$ cat src/rtl/systolic_skew_feeder_if.sv
// Stream bundle of the systolic skew feeder: one block-wide input handshake
// and one wavefront-wide output handshake with per-row lane enables.
interface systolic_skew_feeder_if #(
    parameter int DATA_WIDTH = 8,
    parameter int ROWS       = 4,
    parameter int LENGTH     = 4
);
    logic                                           in_valid;
    logic                                           in_ready;
    logic [0:ROWS-1][0:LENGTH-1][DATA_WIDTH-1:0]    data_in;
    logic                                           out_valid;
    logic                                           out_ready;
    logic [0:ROWS-1][DATA_WIDTH-1:0]                data_out;
    logic [ROWS-1:0]                                row_en;

    // Feeder side: consumes blocks, produces wavefront beats.
    modport slave (
        input  in_valid,
        input  data_in,
        input  out_ready,
        output in_ready,
        output out_valid,
        output data_out,
        output row_en
    );

    // Environment side: produces blocks, consumes wavefront beats.
    modport master (
        output in_valid,
        output data_in,
        output out_ready,
        input  in_ready,
        input  out_valid,
        input  data_out,
        input  row_en
    );
endinterface

$ cat src/rtl/systolic_skew_feeder.sv
// Buffers one ROWS x LENGTH operand block and streams it as diagonally skewed,
// zero-padded wavefronts. Define SYSTOLIC_SKEW_FEEDER_REVERSE_EN to mirror the skew.
module systolic_skew_feeder #(
    parameter int DATA_WIDTH = 8,
    parameter int ROWS       = 4,
    parameter int LENGTH     = 4
) (
    input  logic                    clk,
    input  logic                    reset,
    systolic_skew_feeder_if.slave   bus,
    output logic                    busy,
    output logic                    done
);

    localparam int T     = LENGTH + ROWS - 1;
    localparam int CNT_W = (T + 1 > 1) ? $clog2(T + 1) : 1;

    typedef enum logic {
        IDLE   = 1'b0,
        STREAM = 1'b1
    } state_t;

    typedef logic [0:ROWS-1][0:LENGTH-1][DATA_WIDTH-1:0] block_t;
    typedef logic [0:ROWS-1][DATA_WIDTH-1:0]             beat_t;

    state_t             state_q, state_d;
    logic [CNT_W-1:0]   cnt_q,   cnt_d;
    block_t             buf_q,   buf_d;
    logic               done_q,  done_d;

    beat_t              data_out_c;
    logic [ROWS-1:0]    row_en_c;

    // Beat index at which row r presents its element k=0.
    function automatic int lead_of(input int r);
`ifdef SYSTOLIC_SKEW_FEEDER_REVERSE_EN
        return ROWS - 1 - r;
`else
        return r;
`endif
    endfunction

    // NOTE: every signal gets a default before the case so no path leaves it
    // unassigned; otherwise synthesis infers a latch.
    always_comb begin
        state_d = state_q;
        cnt_d   = cnt_q;
        buf_d   = buf_q;
        done_d  = 1'b0;

        unique case (state_q)
            IDLE: begin
                if (bus.in_valid) begin
                    buf_d   = bus.data_in;
                    cnt_d   = '0;
                    state_d = STREAM;
                end
            end
            STREAM: begin
                if (bus.out_ready) begin
                    if (cnt_q == CNT_W'(T - 1)) begin
                        state_d = IDLE;
                        cnt_d   = '0;
                        done_d  = 1'b1;
                    end else begin
                        cnt_d = cnt_q + CNT_W'(1);
                    end
                end
            end
            default: begin
                state_d = IDLE;
                cnt_d   = '0;
            end
        endcase
    end

    // NOTE: state is updated with non-blocking assignments so every flop sees
    // the pre-edge values of the others, independent of statement order.
    always_ff @(posedge clk) begin
        if (reset) begin
            state_q <= IDLE;
            cnt_q   <= '0;
            // NOTE: the operand buffer is deliberately reset so a discarded
            // block never leaks into observable state after a mid-stream reset.
            buf_q   <= '0;
            done_q  <= 1'b0;
        end else begin
            state_q <= state_d;
            cnt_q   <= cnt_d;
            buf_q   <= buf_d;
            done_q  <= done_d;
        end
    end

    // Wavefront decode uses only registered state, so the data lanes have no
    // combinational dependence on the handshake inputs.
    always_comb begin
        data_out_c = '0;
        row_en_c   = '0;
        if (state_q == STREAM) begin
            for (int r = 0; r < ROWS; r++) begin
                for (int k = 0; k < LENGTH; k++) begin
                    if (cnt_q == CNT_W'(lead_of(r) + k)) begin
                        data_out_c[r] = buf_q[r][k];
                        row_en_c[r]   = 1'b1;
                    end
                end
            end
        end
    end

    assign bus.in_ready  = (state_q == IDLE);
    assign bus.out_valid = (state_q == STREAM);
    assign bus.data_out  = data_out_c;
    assign bus.row_en    = row_en_c;
    assign busy          = (state_q == STREAM);
    assign done          = done_q;

endmodule

$ cat src/flat_wrapper.sv
// flat-port wrapper written by rule: the top's interface ports become plain ports
module systolic_skew_feeder_flat 
#(
    parameter int DATA_WIDTH = 8,
    parameter int ROWS       = 4,
    parameter int LENGTH     = 4
)
  (clk, reset, busy, done, bus_in_valid, bus_data_in, bus_out_ready, bus_in_ready, bus_out_valid, bus_data_out, bus_row_en);
  systolic_skew_feeder_if #(.DATA_WIDTH(DATA_WIDTH), .ROWS(ROWS), .LENGTH(LENGTH)) bus_i ();
  input  logic clk;
  input  logic reset;
  output logic busy;
  output logic done;
  input wire logic [$bits(bus_i.in_valid)-1:0] bus_in_valid;
  input wire logic [$bits(bus_i.data_in)-1:0] bus_data_in;
  input wire logic [$bits(bus_i.out_ready)-1:0] bus_out_ready;
  output wire logic [$bits(bus_i.in_ready)-1:0] bus_in_ready;
  output wire logic [$bits(bus_i.out_valid)-1:0] bus_out_valid;
  output wire logic [$bits(bus_i.data_out)-1:0] bus_data_out;
  output wire logic [$bits(bus_i.row_en)-1:0] bus_row_en;
  assign bus_i.in_valid = bus_in_valid;
  assign bus_i.data_in = bus_data_in;
  assign bus_i.out_ready = bus_out_ready;
  assign bus_in_ready = bus_i.in_ready;
  assign bus_out_valid = bus_i.out_valid;
  assign bus_data_out = bus_i.data_out;
  assign bus_row_en = bus_i.row_en;
  systolic_skew_feeder #(.DATA_WIDTH(DATA_WIDTH), .ROWS(ROWS), .LENGTH(LENGTH)) u_core (.clk(clk), .reset(reset), .bus(bus_i), .busy(busy), .done(done));
endmodule
$ cat config.mk
export PLATFORM = sky130hd
export DESIGN_NAME = systolic_skew_feeder_flat
export DESIGN_NICKNAME = d
export VERILOG_FILES = /design/src/rtl/systolic_skew_feeder_if.sv /design/src/rtl/systolic_skew_feeder.sv /design/src/flat_wrapper.sv
export SDC_FILE = /design/constraint.sdc
export NUM_CORES = 1
export LEC_CHECK = 0
export CELL_PAD_IN_SITES_DETAIL_PLACEMENT = 0
export CELL_PAD_IN_SITES_GLOBAL_PLACEMENT = 1
export CORE_MARGIN = 5
export CORE_UTILIZATION = 34
export CTS_CLUSTER_DIAMETER = 30
export DETAILED_ROUTE_END_ITERATION = 10
export GPL_ROUTABILITY_DRIVEN = 0
export GPL_TIMING_DRIVEN = 0
export PLACE_DENSITY_LB_ADDON = 0.1
export SLEW_MARGIN = 20
export SYNTH_ARGS = -nofsm -noshare
export SYNTH_HDL_FRONTEND = slang
export SYNTH_SLANG_ARGS = --single-unit
$ cat constraint.sdc
create_clock -name clk -period 2.5 [get_ports clk]
set_input_delay 0.25 -clock clk [delete_from_list [all_inputs] [get_ports clk]]
set_output_delay 0.25 -clock clk [all_outputs]
set_load 0.05 [all_outputs]
==> impl_metrics.toml <==
[pwr]
p_sw_share_pct = 25.2
power_mw = 5.41
peakVddDrop_uv = 541
power_leakage_nw = 3.30
p_int_mw = 4.05
power.share.combinational_pct = 13.1
p_per_area_mw_per_mm2 = 610
power.switching_mw = 1.36
pwr-share-clk_pct = 44.1
seq_power_share_pct = 42.8

[drt]
ant_nets = 0
drtIter0Drc = 365
finalWirelength_mm = 21.7
dr.pass1.iters = 5
remaining_drc_errors = 0
post_drt_via_cell_ratio = 4.97
num_vias = 6049
wire_per_inst_um = 17.8

[clock_tree]
cts_root_buf = "clkbuf_16"
clock-sinks = 133
clk_path_buf_depth = 2
clock_latency_ns = 0.42
cts_tree = "done"
ctsHtreeMaxLevel = 4
cts_buffers = 17
clkSlewWorstSetupHoldPaths_ns = 0.06

[hold_path]
holdCritPathClass = "input pin to flop"
min_path_cells = 3
whs_endpoint = "u_core.buf_q[8]"
hp-start = "bus_data_in[8]"

[yosys]
async_flop_share_pct = 0
ys_top_cells_by_area = "dfxtp_1 (44%), nand2_1 (17%), a21oi_1 (11%)"
synth_top_area_share_pct = 44.5
synth_top_flop_cell = "dfxtp_1"
yosys_warnings = 0
synth-seq-area-share_pct = 44.5
synth_seq_cells = 133
synth_area_mm2 = 0.00598
ys_types = 44
yosysMostFrequentCell = "nand2_1"
postSynthCellCount = 776
synthesis.nets = 909
synth_common_cells = "nand2_1 (269), dfxtp_1 (133), a21oi_1 (130)"
yosys.area.top_type = "dfxtp_1"
synth_edf_count = 0
syn_area_per_cell_um2 = 7.71

[setup_path]
cp-start-kind = "flop"
r2r-start = "u_core.bus.out_valid"
crit_type = "flop to primary output"
worstPathMaxFanout = 7
critPathRequiredTime_ns = 2.25
endpoint_kind = "primary output"
r2r_setup_slack_ns = 1.00
timing.rr.end = "u_core.buf_q[36]"
worstRegToRegCells = 5
crit_arrival_ns = 2.26

[finish]
n_antenna_cell = 0
fin_nets = 1112
fin_cells = 1216
drive_above_1_share_pct = 17.4
fillers = 1750
final_core_util_pct = 51.3
fin_area_mm2 = 0.00887
syn_to_final_growth_pct = 48.2

[sta]
worst_slack_ns = -0.0105
rsz0062_at_grt = "yes"
fmax_mhz = 398
min_period_ns = 2.51
fin_setup_tns_ns = -0.0105
slew_viol_final = 0
min_period_over_period_pct = 100
relSlewSlack_pct = 57.7
setup_viol = 1
finalHoldViolCount = 0
worstMarginPinSlew_ns = 0.634
whs_ns = 0.371
skew_ns = 0.00538

[grt]
antenna_found_initial = 0
grt_overflow = 0
grt_max_degree = 17
grt_usage_pct = 20.7
grt_pass1_wl_mm = 32.4
grt_pass1_vias = 5945

[floorplan]
die_height_um = 143
io-pin-count = 172
dieArea_mm2 = 0.0204
initial_utilization_pct = 34.6
core-area_mm2 = 0.0173
die_w_um = 143
rows = 48

[place]
placed_cell_area_mm2 = 0.00799
dpl_worst_slack_ns = -0.875
portBuffers = 170
post-dp-hpwl_mm = 16.1
place_inst = 1171

[status]
violations = "negative setup slack"
status = "finished with violations"

[job]
maxCapViolCount = 0
==> worst max path at each step <==
stage                                from          endpoint  cells past startpoint
after floorplan           u_core.cnt_q[1]  bus_data_out[29]                      8
after global placement    u_core.cnt_q[1]  bus_data_out[16]                      9
after detailed placement  u_core.cnt_q[1]  bus_data_out[16]                      9
after CTS                 u_core.cnt_q[1]  bus_data_out[26]                      9
after global routing      u_core.cnt_q[0]  bus_data_out[12]                      9
final                     u_core.cnt_q[0]  bus_data_out[12]                      9
==> repair_timing <==
action / 4_1_cts / 5_1_grt
hold buffers: 0 / 0
pin swaps: 4 / 14
setup endpoints to repair: 36 / 36
gates resized for setup: 232 / 45
setup buffers: 3 / 10
cloned: 0 / 3
==> final cells by class <==
class | instances | area, µm² | area share (%)
multi-input combinational | 568 | 3040 | 34.3
sequential | 133 | 2670 | 30.1
timing repair buffer | 186 | 1850 | 20.9
clock buffer | 22 | 484 | 5.46
buffer | 70 | 453 | 5.11
tap | 225 | 282 | 3.17
clock inverter | 9 | 77.6 | 0.875
inverter | 3 | 11.3 | 0.127
==> per-layer routing <==
metal,global-route usage (%),wire length (µm)
met4,6.65,333
met2,34.3,10500
met5,0,0
met1,26.7,9540
met3,4.89,1310
==> power by group through the flow <==
stage | Sequential (mW) | Clock [mW] | Combinational (mW)
finish | 2.32 | 2.38 | 0.710
global route | 2.33 | 2.52 | 0.777
CTS | 2.31 | 2.43 | 0.703
detailed placement | 2.36 | 0 | 0.699
global placement | 2.36 | 0 | 0.698
floorplan | 2.33 | 0 | 0.356
==> state kept, by name (all words and copies together) (netlist names) <==
register and count:
u_core.buf_q 128, u_core.cnt_q 3, u_core.bus.out_valid 1, u_core.done 1
==> cell usage in the layout (no fill, tap or decap), types with 9 or more instances in the layout <==
cell type        count
buf_4               24
clkdlybuf4s50_1    134
nand2_1            269
clkbuf_16           20
nor3_1               9
nand3_1              9
dfxtp_1            131
o21ai_0             23
a31oi_1             11
nor2_1              11
buf_6               17
clkbuf_1            11
buf_2               40
a21oi_1            130
==> critical path: stages (launching register included) <==
cell and delay [ns]:
dfxtp_2 0.31, buf_6 0.12, buf_8 0.11, and2_4 0.16, ha_4 0.21, nor3b_4 0.19, buf_6 0.16, a221o_1 0.14
o2111a_1 0.24, buf_6 0.18
==> cell families (layout without fill, tap and decap cells) <==
family,count (synthesis),count (layout),synth area share [%]
AO/OA/AOI/OAI,226,226,22.5
XOR/XNOR,1,1,0.146
adder cells (fa/ha/maj),1,1,0.209
buffers and inverters,75,290,6.59
flip-flops,133,133,44.5
multiplexers,9,9,2.17
AND/OR/NAND/NOR,331,331,23.9
Note: power is estimated with default switching activity, not from simulation.
